--- src/rtl/ex3_pkg.sv ---
// Shared constants for the Excess-3 to BCD deserializer: code range, offset and FSM encoding.
package ex3_pkg;

  localparam logic [3:0] EX3_OFFSET = 4'd3;
  localparam logic [3:0] EX3_MIN    = 4'd3;
  localparam logic [3:0] EX3_MAX    = 4'd12;

  typedef logic state_t;

  localparam state_t COLLECT = 1'b0;
  localparam state_t HOLD    = 1'b1;

endpackage

--- src/rtl/ex3_digit_decode.sv ---
// Combinational Excess-3 digit decoder; out-of-range codes decode to zero and raise invalid.
module ex3_digit_decode
  import ex3_pkg::*;
(
  input  logic [3:0] ex3,
  output logic [3:0] bcd,
  output logic       invalid
);

  assign invalid = (ex3 < EX3_MIN) || (ex3 > EX3_MAX);
  assign bcd     = invalid ? 4'h0 : (ex3 - EX3_OFFSET);

endmodule

--- src/rtl/ex3_to_bcd_deserializer.sv ---
// Packs NDIGITS Excess-3 digits (MS digit first) into one BCD word with a sticky error flag.
// Optional saturating invalid-digit counter on err_cnt when EX3_ERR_COUNT_EN is defined.
module ex3_to_bcd_deserializer
  import ex3_pkg::*;
#(
  parameter int NDIGITS = 4
) (
  input  logic                 clk,
  input  logic                 rst,
  input  logic                 in_valid,
  output logic                 in_ready,
  input  logic [3:0]           in_ex3,
  output logic                 out_valid,
  input  logic                 out_ready,
  output logic [4*NDIGITS-1:0] out_bcd,
  output logic                 out_err
`ifdef EX3_ERR_COUNT_EN
  ,
  output logic [7:0]           err_cnt
`endif
);

  localparam int CW = $clog2(NDIGITS + 1);

  state_t               state;
  logic [CW-1:0]        cnt;
  logic [4*NDIGITS-1:0] shreg;
  logic [4*NDIGITS-1:0] shift_next;
  logic                 err_acc;
  logic                 started;
  logic [3:0]           dec_bcd;
  logic                 dec_inv;
  logic                 accept;
  logic                 last;

  ex3_digit_decode u_dec (
    .ex3     (in_ex3),
    .bcd     (dec_bcd),
    .invalid (dec_inv)
  );

  // A single-digit word has nothing to shift in from below.
  if (NDIGITS == 1) begin : g_one
    assign shift_next = dec_bcd;
  end else begin : g_many
    assign shift_next = {shreg[4*NDIGITS-5:0], dec_bcd};
  end

  // in_ready is held low until the first edge after reset release.
  assign in_ready  = started && (state == COLLECT);
  assign out_valid = (state == HOLD);
  assign out_bcd   = shreg;
  assign out_err   = err_acc;
  assign accept    = in_valid && in_ready;
  assign last      = (cnt == CW'(NDIGITS - 1));

  // NOTE: sequential state uses non-blocking assignments so every flop samples pre-edge values.
  always_ff @(posedge clk or posedge rst) begin
    if (rst) begin
      state   <= COLLECT;
      cnt     <= '0;
      shreg   <= '0;
      err_acc <= 1'b0;
      started <= 1'b0;
    end else begin
      started <= 1'b1;
      if (state == COLLECT) begin
        if (accept) begin
          shreg <= shift_next;
          if (dec_inv) err_acc <= 1'b1;
          if (last) begin
            cnt   <= '0;
            state <= HOLD;
          end else begin
            cnt <= cnt + 1'b1;
          end
        end
      end else if (out_ready) begin
        state   <= COLLECT;
        shreg   <= '0;
        err_acc <= 1'b0;
      end
    end
  end

`ifdef EX3_ERR_COUNT_EN
  // Counts every accepted invalid digit since reset; word consumption does not clear it.
  always_ff @(posedge clk or posedge rst) begin
    if (rst) begin
      err_cnt <= 8'd0;
    end else if (accept && dec_inv && (err_cnt != 8'hFF)) begin
      err_cnt <= err_cnt + 8'd1;
    end
  end
`endif

endmodule

--- config.mk ---
export PLATFORM = sky130hd
export DESIGN_NAME = ex3_to_bcd_deserializer
export DESIGN_NICKNAME = d
export VERILOG_FILES = /design/src/rtl/ex3_pkg.sv /design/src/rtl/ex3_digit_decode.sv /design/src/rtl/ex3_to_bcd_deserializer.sv
export SDC_FILE = /design/constraint.sdc
export NUM_CORES = 1
export LEC_CHECK = 0
export ABC_AREA = 1
export CORE_MARGIN = 5
export CORE_UTILIZATION = 41
export DETAILED_ROUTE_END_ITERATION = 10
export DONT_BUFFER_PORTS = 1
export REMOVE_ABC_BUFFERS = 1
export SLEW_MARGIN = 20
export SYNTH_ARGS = -nofsm -noshare
export SYNTH_HDL_FRONTEND = slang
export SYNTH_HIERARCHICAL = 1
export SYNTH_SLANG_ARGS = --single-unit
--- constraint.sdc ---
create_clock -name clk -period 1.41 [get_ports clk]
set_input_delay 0.282 -clock clk [delete_from_list [all_inputs] [get_ports clk]]
set_output_delay 0.282 -clock clk [all_outputs]
set_load 0.05 [all_outputs]
==> summary.md, run 1 <==
| Metric | Value |
|---|---|
| Status | `finished clean` |
| H-tree depth | `1` |
| Setup crit start | `started$_DFF_PP0_` |
| TritonCTS Buffers | `3` |
| Area after DPL | `1110 sq um` |
| Worst Setup Path Type | `reg2out` |
| Clock Sinks | `22` |
| Clock transition at path regs | `roughly 120 ps` |
| Yosys top cell area share | `between 50% and 60%` |
| Maximum vdd drop | `939 uV` |
| Worst setup path endpoint | `in_ready` |
| Wirelength per Cell | `between 10 and 15 um` |
| Worst-margin pin slew | `approximately 530 ps` |
| # diodes | `0` |
| Crit-path max FO | `5` |
| Routed via count | `around 800` |
| Async SR Flop Fraction | `between 90% and 100%` |
| CP Data Arrival Time | `~1100 ps` |
| Input/output buffers | `0` |
| Top post-synthesis cells by area | `dfrtp_1 51%, nand3_1 15%, nand2_1 9.7%` |
| CTS Root Cell | `clkbuf_4` |
| Clk_lat worst skew | `around 300 ps` |
| Top post-synthesis cells by count | `33 x nand3_1, 28 x nand2_1, 22 x dfrtp_1` |
| DRT iter0 DRCs | `slightly below 50` |
| P_sw | `approximately 0.0012 W` |
| Endpoints failing setup | `0` |
| Combinational power share | `18.2%` |
| Post-synth EDFFs | `0` |
| Gr usage total | `around an eighth` |
| Largest net degree at the start of global routing | `23` |
| Clk pwr share | `a little under a fifth` |
| CORE AREA | `2500 sq um` |
| Leak pwr | `around 0.67 nW` |
| GP Congestion | `0.762` |
| Antenna violations before repair | `0` |
| R2r setup slk | `around 200 ps` |
| Initial Util | `approximately 44%` |
| Max Freq | `around 0.74 GHz` |
| Residual DRC | `0` |
| Die Area | `roughly 3800 sq um` |
| Top Ports | `27` |
| Sw Ratio | `a little under half` |
| Max clock buf depth | `2` |
| Max-cap violations | `0` |
| Worst r2r path cells | `4` |
| Hold Path Class | `in2reg` |
| First-pass GRT wire length | `3470 um` |
| Relative slew margins | `about two thirds` |
| DR vias/cell | `just over 5` |
| Die width | `a little over 60 um` |
| Fin. max-slew vios | `0` |
| Mapped Avg Cell Area | `9.00 sq um` |
| Final period util | `95.5%` |
| Remaining antenna violation count | `0` |
| Largest area contributor in the netlist | `dfrtp_1` |
| P&R area growth vs syn | `13.7%` |
| Cell Int Power | `about 0.0013 W` |
| Pre-antenna DRT Iters | `4` |
| Core Util, Final | `about 50%` |
| Post-synthesis sequential area ratio | `between 50% and 60%` |
| Number of global-route vias before repair | `around 800` |
| Post-synth cell types | `23` |
| Worst EP required | `1130 ps` |
| Standard-cell rows | `18` |
| PD cells | `1980 nW/um^2` |
| RSZ-0062 raised after global routing | `yes` |
| Ys Warns | `6` |
| Cell area after layout | `about 1200 sq um` |
| DP HPWL | `roughly 1500 um` |
| Seq pwr share | `62.6%` |
| Gr ovfl total | `0` |
| # nets final | `between 100 and 150` |
| Startpoint Class | `register` |
| Overall routed net length | `2190 um` |
| Gate Count Post-Synth | `between 100 and 150` |
| Reg-to-Reg Start | `out_valid$_DFF_PP0_` |
| Most frequent cell after synthesis | `nand3_1` |
| # placed instances | `approximately 150` |
| Layout cells sized above 1 | `between 10% and 20%` |
| Fin cells | `157` |
| Skew final | `just under 4 ps` |
| TritonCTS clock tree | `yes` |
| Die height | `approximately 60 um` |
| Worst r2r dst | `cnt[1]$_DFFE_PP0P_` |
| Synthesized flop and latch total | `22` |
| Prevailing post-synth register cell | `dfrtp_1` |
| Netlist Area Pre-Place | `roughly 1100 sq um` |
| Critical Path Sink Type | `output port` |
| Fin. Hold Viols | `0` |
| Final Critical Period | `approximately 1300 ps` |
## sequential cells by signal, indices dropped and copies added, names as in the netlist
signal / count
out_bcd: 16
cnt: 3
out_err: 1
out_valid: 1
started: 1
## critical path: stages (launching register included)
cell	delay, ps
dfrtp_1	420
inv_2	60
nor2_4	130
buf_12	160
## area by class of cell
type                       count  area (sq um)
fill                         228          1260
multi-input combinational     82           444
inverter                      11          41.3
sequential                    22           552
clock inverter                 1          30.0
clock buffer                   3          22.5
tap                           30          37.5
timing repair buffer           8           110
## how the worst min path moves through the flow
stage / start / endpoint / slack [ps] / depth (start not counted)
after floorplan: rst / cnt[0]$_DFFE_PP0P_ / 270 / 1
after global placement: rst / out_bcd[10]$_DFFE_PP0P_ / 220 / 2
after detailed placement: rst / cnt[0]$_DFFE_PP0P_ / 220 / 2
after CTS: in_valid / out_err$_DFFE_PP0P_ / 100 / 2
after global routing: in_valid / out_bcd[1]$_DFFE_PP0P_ / 90 / 2
final: in_valid / out_err$_DFFE_PP0P_ / 110 / 2
## layer usage
metal / share of wire, % / track usage [%]
met3: 7.3 / 3.35
met2: 50 / 21.1
met4: 1.2 / 6.97
met1: 41 / 13.8
met5: 0 / 0
## power groups by stage
stage / logic (W) / registers, W / clock network, W
2_1_floorplan: 0.000299 / 0.00152 / 0
6_report: 0.000447 / 0.00154 / 0.000470
5_1_grt: 0.000523 / 0.00157 / 0.000514
3_3_place_gp: 0.000384 / 0.00155 / 0
3_5_place_dp: 0.000398 / 0.00156 / 0
4_1_cts: 0.000404 / 0.00154 / 0.000484
## cells in the final DEF, fill, tap and decap left out, drive strengths merged
cell          n
inv          11
nand4         1
xor2          1
o21ai         2
dfrtp        22
nand2        30
nand3        35
bufinv        1
nor2          6
ha            3
o21bai        1
dlygate4sd3   1
nand3b        2
buf           5
conb          1
clkbuf        5
## cell families after synthesis
family	count (synthesis)	share of synthesized area [%]
simple gates	74	34.6
flops	22	50.6
buf+inv	17	8.62
compound gates	3	1.61
fa+ha+maj	3	3.45
xor+xnor	1	0.805
other cells	1	0.344
## what timing repair did
action / 4_1_cts / 5_1_grt
setup buffers: 0 / 2
hold endpoints to repair: 22 / 0
endpoints found under the setup margin: 0 / 1
gates resized for setup: 0 / 1
hold buffers: 1 / 0
## stage by stage
| step | total power [W] | hold WS [ps] | setup TNS [ps] | setup slack, ps |
|---|---|---|---|---|
| finish | 0.00246 | 107 | 0 | 63.5 |
| global placement | 0.00194 | 225 | 0 | 209 |
| floorplan | 0.00182 | 271 | -292 | -20.7 |
| CTS | 0.00243 | 95.6 | 0 | 17.0 |
| global route | 0.00261 | 91.2 | -5.37 | -5.37 |
| detailed placement | 0.00196 | 224 | 0 | 164 |
No activity file was read; power rests on OpenSTA's default activity.
==> inputs of run 2 (changes only) <==
--- a/config.mk
+++ b/config.mk
@@ -10,6 +10,7 @@
 export CORE_UTILIZATION = 41
 export DETAILED_ROUTE_END_ITERATION = 10
 export DONT_BUFFER_PORTS = 1
+export PLACE_DENSITY = 0.57
 export REMOVE_ABC_BUFFERS = 1
 export SLEW_MARGIN = 20
 export SYNTH_ARGS = -nofsm -noshare
==> run 2 against run 1 <==
Against the previous run:
- core utilization down 0.90 points
- die area unchanged
- sequential share of layout area up 0.83 points
- cell area down 1.8%
- first-iteration DRC count down 59%
- clock power down 41%
- critical path depth down 1
- wire length up 7.5%
- combinational power up 1%
- register-to-register slack worse by 30 ps
- critical endpoint unchanged
- highest routed layer unchanged
==> summary.md, run 2 (synthesis gave the netlist of run 1 again) <==
| Metric | Value |
|---|---|
| Overall routed net length | `2360 um` |
| Worst-margin pin slew | `approximately 540 ps` |
| P&R area growth vs syn | `11.6%` |
| Critical path cell sequence | `nor2_4 > buf_12` |
| # nets final | `between 100 and 150` |
| Routed via count | `approximately 820` |
| Die width | `between 60 and 70 um` |
| Critical Path Sink Type | `output port` |
| Wirelength per Cell | `about 15 um` |
| CORE AREA | `2500 sq um` |
| CTS Root Cell | `clkbuf_4` |
| Layout cells sized above 1 | `between 15 and 20%` |
| Maximum vdd drop | `about 1200 uV` |
| Initial Util | `between 40% and 50%` |
| GP Congestion | `just under 0.7` |
| Final period util | `93.7%` |
| Pre-antenna DRT Iters | `4` |
| DP HPWL | `1650 um` |
| Fin. Hold Viols | `0` |
| Largest net degree at the start of global routing | `22` |
| Antenna violations before repair | `0` |
| Clock Sinks | `22` |
| Standard-cell rows | `18` |
| RSZ-0062 raised after global routing | `no` |
| Die height | `a little over 60 um` |
| Crit-path max FO | `5` |
| DR vias/cell | `roughly 5.2` |
| Slowest CP cell | `dfrtp_2` |
| Skew final | `2.66 ps` |
| DRT iter0 DRCs | `20` |
| TritonCTS Buffers | `3` |
| Number of global-route vias before repair | `between 800 and 900` |
| Die Area | `3790 sq um` |
| Hold Path Class | `in2reg` |
| Input/output buffers | `0` |
| Clk_lat worst skew | `approximately 300 ps` |
| Top Ports | `27` |
| Gr usage total | `between 10% and 20%` |
| H-tree depth | `1` |
| Leak pwr | `~0.66 nW` |
| Fin. max-slew vios | `0` |
| Remaining antenna violation count | `0` |
| Startpoint Class | `register` |
| # placed instances | `approximately 150` |
| Largest register FFs | `16` |
| Endpoints failing setup | `0` |
| Max clock buf depth | `2` |
| Fin cells | `about 160` |
| Max Freq | `0.757 GHz` |
| Slowest stage delay, CP | `between 400 and 500 ps` |
| Commonest non-fill, non-tap cell in the layout | `nand3_1` |
| Commonest cells after routing, fill and taps aside | `33 x nand3_1, 28 x nand2_1, 21 x dfrtp_1` |
| Residual DRC | `0` |
| Relative slew margins | `between 60% and 70%` |
| First-pass GRT wire length | `roughly 3800 um` |
| Gr ovfl total | `0` |
| Max-cap violations | `0` |
| TritonCTS clock tree | `yes` |
| # diodes | `0` |
| Pre-CTS setup slack | `between 150 and 200 ps` |
| Clock transition at path regs | `about 110 ps` |
| Final worst slack | `roughly 90 ps` |
| Final Critical Period | `1320 ps` |
| Status | `finished clean` |
| PD cells | `approximately 1900 nW/um^2` |
| Worst EP required | `1130 ps` |
| Worst Setup Path Type | `reg2out` |
| CP Data Arrival Time | `around 1000 ps` |
-- run 2: changes by cell type in the layout (fill, tap and decap cells not counted), sizes merged --
| cell | delta |
|---|---|
| buf | +1 |
| bufinv | -1 |
-- run 2: area by class of cell --
class                           instances  area [sq um]
Clock buffer                            3          22.5
Fill cell                             232          1280
Inverter                               11          41.3
Multi-Input combinational cell         82           444
Sequential cell                        22           552
Tap cell                               30          37.5
Timing Repair Buffer                    9           118
-- run 2: worst paths after layout --
kind	from	endpoint	slack, ps	cells after the start
setup / recovery	out_valid$_DFF_PP0_	in_ready	90	2
hold / removal	in_valid	out_bcd[7]$_DFFE_PP0P_	100	2
setup reg to reg	out_valid$_DFF_PP0_	out_bcd[3]$_DFFE_PP0P_	170	4
hold reg to reg	cnt[2]$_DFFE_PP0P_	cnt[2]$_DFFE_PP0P_	480	2
max in group asynchronous	rst	out_bcd[15]$_DFFE_PP0P_	830	3
min in group asynchronous	rst	started$_DFF_PP0_	420	3
-- run 2: where the power goes --
group / switching, W / internal, W / total, W
sequential: 0.000736 / 0.000808 / 0.00154
combinational: 0.000252 / 0.000201 / 0.000452
clock: 0.000177 / 0.0000995 / 0.000277
total: 0.00117 / 0.00111 / 0.00227
-- run 2: worst max-delay path, delay by kind of cell, from the launching register on --
| family | cells | cell delay (ps) |
|---|---|---|
| DFF | 1 | 460 |
| buffers and inverters | 1 | 150 |
| and+or+nand+nor | 1 | 120 |
-- run 2: per-layer routing --
| layer | track usage, % | share of wire, % |
|---|---|---|
| met1 | 14.7 | 40 |
| met2 | 23.9 | 50 |
| met3 | 4.61 | 8.3 |
| met4 | 6.36 | 1.1 |
| met5 | 0 | 0 |
-- run 2: timing repair --
| item | in CTS | in global routing |
|---|---|---|
| hold buffers | 1 | 0 |
| hold endpoints to repair | 22 | 0 |
| setup buffers | 0 | 2 |
| endpoints found under the setup margin | 0 | 1 |
| gates resized for setup | 0 | 1 |
-- run 2: stage by stage --
step | hold slack [ps] | setup TNS, ps | cell area (sq um) | utilization [%] | total power [W]
after floorplan | 271 | -292 | 1040 | - | 0.00182
after global placement | 198 | 0 | 1120 | 44.6 | 0.00194
after detailed placement | 193 | 0 | 1120 | 44.6 | 0.00198
after CTS | 100 | 0 | 1150 | 45.9 | 0.00224
after global routing | 96.3 | 0 | 1210 | 48.6 | 0.00242
final | 97.9 | 0 | 1210 | 48.6 | 0.00227
==> inputs of run 3 (changes only) <==
--- a/config.mk
+++ b/config.mk
@@ -6,6 +6,7 @@
 export NUM_CORES = 1
 export LEC_CHECK = 0
 export ABC_AREA = 1
+export CAP_MARGIN = 10
 export CORE_MARGIN = 5
 export CORE_UTILIZATION = 41
 export DETAILED_ROUTE_END_ITERATION = 10
==> results of run 3 <==
The final DEF is identical to that of run 2; final timing and power are the same.
==> RTL change 1, RTL diff (config.mk and constraints of run 2) <==
The package constant `HOLD` goes from 1'b1 to 1'b0.
--- a/src/rtl/ex3_pkg.sv
+++ b/src/rtl/ex3_pkg.sv
@@ -10,3 +10,3 @@
   localparam state_t COLLECT = 1'b0;
-  localparam state_t HOLD    = 1'b1;
+  localparam state_t HOLD    = 1'b0;
 
Function: changed (a bounded check fails within 4 cycles, from zero or initial values and one cycle with rst high).
==> RTL change 1 against run 2 <==
Worst setup slack worse by 43 ps; die area down 11%; cell area down 18%; routed wire length down 20%; sequential cell count down 3; synthesized area down 13%; largest cell class unchanged; highest routed layer unchanged.
Power is not compared: it rests on default switching activity, and its combinational part moved more than twofold at a synthesized area within 25%.
==> RTL change 1: results (changes against run 2) <==
{
  "setup_path": {
    "r2r_slack": {"value": 370, "unit": "ps", "change": "+200 ps"},
    "reg2reg_from": "state$_DFF_PP0_",
    "regToRegEndpoint": "out_bcd[10]$_DFFE_PP0P_",
    "arrival": {"value": 1080, "unit": "ps", "change": "+40 ps"},
    "crit_slowest_cell": "dfrtp_1",
    "critPathMaxFanout": {"value": 18, "change": "+13"}
  },
  "outcome": {
    "outcome": "complete, no violations"
  },
  "yosys": {
    "ys_top_cells_by_count": "nand3_1, nand2_1, dfrtp_1",
    "largest_family_of_logic_cells_by_synthesized_area": "simple AND/OR/NAND/NOR gates",
    "synth_compound_area_share": {"value": 0, "unit": "%", "change": "-1.6 points"},
    "synth-xor-area-share": {"value": 0.926, "unit": "%", "change": "+0.12 points"},
    "largest_cells_by_area_after_synthesis": "dfrtp_1, nand3_1, nand2_1",
    "synth_sequential_area_ratio": {"value": 50.3, "unit": "%", "change": "-0.31 points"},
    "post_synth_num_cell_types": {"value": 18, "change": "-22%"},
    "synth_adder_area_share": {"value": 2.65, "unit": "%", "change": "-0.80 points"}
  },
  "layout": {
    "final_net_count": {"value": 117, "change": "-16%"},
    "num_antenna_cells": {"value": 0, "change": "unchanged"},
    "post_route_insts_no_fill": {"value": 134, "change": "-15%"},
    "layout-drive-gt1-share": {"value": 15.1, "unit": "%", "change": "-3.0 points"}
  },
  "hold_path": {
    "hold_path_depth": {"value": 1, "change": "-1"},
    "timing.hold.worst.start": "out_ready"
  },
  "grt": {
    "grt_pass1_vias": {"value": 672, "change": "-22%"},
    "pin_count_of_the_biggest_net_entering_global_routing": {"value": 19, "change": "-14%"},
    "wire_length_of_the_first_global_routing_pass": {"value": 3040, "unit": "um", "change": "-21%"}
  },
  "place": {
    "routabilityCongestion": {"value": 0.647, "change": "-6.4%"},
    "placement.setup.worst_slack": {"value": 320, "unit": "ps", "change": "+150 ps"},
    "post_dp_cell_area": {"value": 963, "unit": "um2", "change": "-14%"}
  },
  "cts": {
    "cts_made_buffers": {"value": 3, "change": "unchanged"}
  },
  "routing": {
    "dr.first_iter.drc_count": {"value": 19, "change": "-5.0%"},
    "num_vias": {"value": 685, "change": "-16%"},
    "wirelength": {"value": 1880, "unit": "um", "change": "-20%"}
  },
  "sta": {
    "fin_hold_ws": {"value": 41.8, "unit": "ps", "change": "-56.1 ps"}
  }
}
## RTL change 1: repair_timing
action / 4_1_cts / 5_1_grt
hold buffers: 1 / 0
hold endpoints to repair: 6 / 0
buffers inserted: 0 / 0
endpoints found under the setup margin: 0 / 0
## RTL change 1: layer usage
layer,vias up,share of wire (%),GRT usage (%)
met3,2,6.3,3.12
met4,0,1.4,6.95
met1,321,39,11.3
met5,-,0,0
met2,18,53,21.8
li1,344,-,-
## RTL change 1: report_power, final
group	total, W	internal, W	leakage [nW]	switching [W]
Combinational	0.000160	0.0000686	0.279	0.0000912
Sequential	0.000987	0.000621	0.244	0.000366
Clock	0.000265	0.000110	0.0150	0.000155
## RTL change 1: kinds of logic after synthesis
| group | after synthesis |
|---|---|
| and+or+nand+nor | 67 |
| other | 1 |
| DFF | 19 |
| xor gates and xnor gates | 1 |
| buffers and inverters | 13 |
| adders and majority gates | 2 |
## RTL change 1: area by class of cell
cell class	instances	area, um2
clock buffer	4	26.3
inverter	8	30.0
tap	28	35.0
fill	220	1210
sequential	19	475
multi-input combinational	71	388
timing repair buffer	4	45.0
## RTL change 1: worst max path at each step
stage	from	to	slack, ps	cells after the start
2_1_floorplan	state$_DFF_PP0_	in_ready	250	1
3_3_place_gp	in_ex3[0]	out_bcd[0]$_DFFE_PP0P_	340	7
6_report	state$_DFF_PP0_	in_ready	50	2
4_1_cts	state$_DFF_PP0_	in_ready	30	2
5_1_grt	state$_DFF_PP0_	in_ready	2	2
3_5_place_dp	in_ex3[0]	out_bcd[2]$_DFFE_PP0P_	320	7
==> RTL change 2, RTL diff (flow settings as in run 2) <==
Made on the original files. Put one more register stage on the output `out_err`, cleared by the reset. The value now appears one clock later. The other outputs are not delayed to match.
--- a/src/rtl/ex3_to_bcd_deserializer.sv
+++ b/src/rtl/ex3_to_bcd_deserializer.sv
@@ -52,3 +52,9 @@
   assign out_bcd   = shreg;
-  assign out_err   = err_acc;
+  always_ff @(posedge clk or posedge rst) begin
+    if (rst) begin
+      out_err <= '0;
+    end else begin
+      out_err <= err_acc;
+    end
+  end
   assign accept    = in_valid && in_ready;
Formal check against the unedited RTL: not equivalent (a bounded check fails within 4 cycles, from zero or initial values and one cycle with rst high).
==> RTL change 2 against run 2 <==
Cell area is 0.82% higher; worst setup slack worse by 29 ps; sequential power is 3% higher; sequential share of layout area is 1.7 points higher; highest routed layer unchanged; largest power group unchanged; global-route usage is 1.7 points lower; synthesized area is 2.3% higher; routed wire length is 5.3% lower; sequential cell count is 1 higher; largest cell class unchanged; total power is 1.3% higher.
==> RTL change 2: results (changes against run 2) <==
{
  "outcome": {
    "outcome": "complete, no violations"
  },
  "setup_path": {
    "r2r_slack": {"value": 190, "unit": "ps", "change": "+20 ps"},
    "arrival": {"value": 1070, "unit": "ps", "change": "+30 ps"},
    "critPathMaxFanout": {"value": 9, "change": "+4"},
    "regToRegEndpoint": "out_bcd[10]$_DFFE_PP0P_"
  },
  "routing": {
    "wirelength": {"value": 2230, "unit": "um", "change": "-5.3%"},
    "drt-vias-per-instance": {"value": 5.02, "change": "-3.5%"},
    "dr.first_iter.drc_count": {"value": 18, "change": "-10%"}
  },
  "grt": {
    "grt.total_usage": {"value": 11.9, "unit": "%", "change": "-1.7 points"},
    "grt_pass1_vias": {"value": 835, "change": "-3.0%"},
    "wire_length_of_the_first_global_routing_pass": {"value": 3800, "unit": "um", "change": "-0.71%"}
  },
  "sta": {
    "hold_viol": {"value": 0, "change": "unchanged"},
    "worstMarginPinSlew": {"value": 531, "unit": "ps", "change": "-7.77 ps"},
    "finClkSkew": {"value": 4.46, "unit": "ps", "change": "+1.81 ps"},
    "fmax": {"value": 740, "unit": "MHz", "change": "-2.1%"},
    "fin_hold_ws": {"value": 86.7, "unit": "ps", "change": "-11.3 ps"}
  },
  "layout": {
    "final_net_count": {"value": 139, "change": "-0.71%"},
    "layout-drive-gt1-share": {"value": 17.3, "unit": "%", "change": "-0.79 points"},
    "n_fill_cell": {"value": 259, "change": "+12%"}
  },
  "yosys": {
    "ys_top_cells_by_count": "nand3_1, nand2_1, dfrtp_1",
    "synth_sequential_area_ratio": {"value": 51.7, "unit": "%", "change": "+1.1 points"},
    "synthesized_instance_count": {"value": 122, "change": "+0.83%"},
    "largest_cells_by_area_after_synthesis": "dfrtp_1, nand3_1, nand2_1",
    "post_synth_num_cell_types": {"value": 23, "change": "unchanged"}
  },
  "power_and_ir_drop": {
    "overall_power": {"value": 0.00230, "unit": "W", "change": "+1.3%"},
    "p_leak": {"value": 0.660, "unit": "nW", "change": "+0.26%"},
    "swShare": {"value": 50.5, "unit": "%", "change": "-0.79 points"},
    "share_comb_of_total_power": {"value": 18.5, "unit": "%", "change": "-1.4 points"},
    "power.sequential.fraction": {"value": 68.6, "unit": "%", "change": "+0.7 points"}
  },
  "hold_path": {
    "hold_class": "in -> reg",
    "timing.hold.worst.start": "in_valid"
  },
  "place": {
    "dp_hpwl": {"value": 1540, "unit": "um", "change": "-6.9%"},
    "post_dp_cell_area": {"value": 1150, "unit": "um2", "change": "+2.7%"},
    "routabilityCongestion": {"value": 0.808, "change": "+17%"},
    "placement.setup.worst_slack": {"value": 176, "unit": "ps", "change": "+5.90 ps"}
  },
  "cts": {
    "ctsResizeCount": {"value": 1, "change": "+1"}
  }
}
-- RTL change 2: changes by cell type after synthesis, sizes merged --
cell,change
dfrtp,+1
-- RTL change 2: logic make-up after synthesis --
group,after synthesis,synth area share [%]
adders and majority gates,3,3.37
DFF,23,51.7
other,1,0.337
xor gates and xnor gates,1,0.787
buffers and inverters,17,8.43
AOI/OAI and AO/OA,3,1.57
and+or+nand+nor,74,33.8
-- RTL change 2: area by class of cell --
type                       count  area (um2)  area share [%]
clock buffer                   3        22.5            1.84
clock inverter                 1        5.00           0.409
inverter                      11        41.3            3.37
multi-input combinational     82         444            36.3
sequential                    23         577            47.1
tap                           30        37.5            3.06
timing repair buffer           7        97.6            7.97
-- RTL change 2: critical path, cell delays in order (launching register included) --
cell and delay [ps]:
dfrtp_2 470, nor2_4 120, buf_12 170
-- RTL change 2: routing by layer --
layer  vias up  global-route usage, %  wire length [um]
met5         -                      0                 0
met4         0                   6.50                27
met3         2                   3.78               139
met2        16                   20.2              1100
met1       365                   13.1               963
li1        405                      -                 -
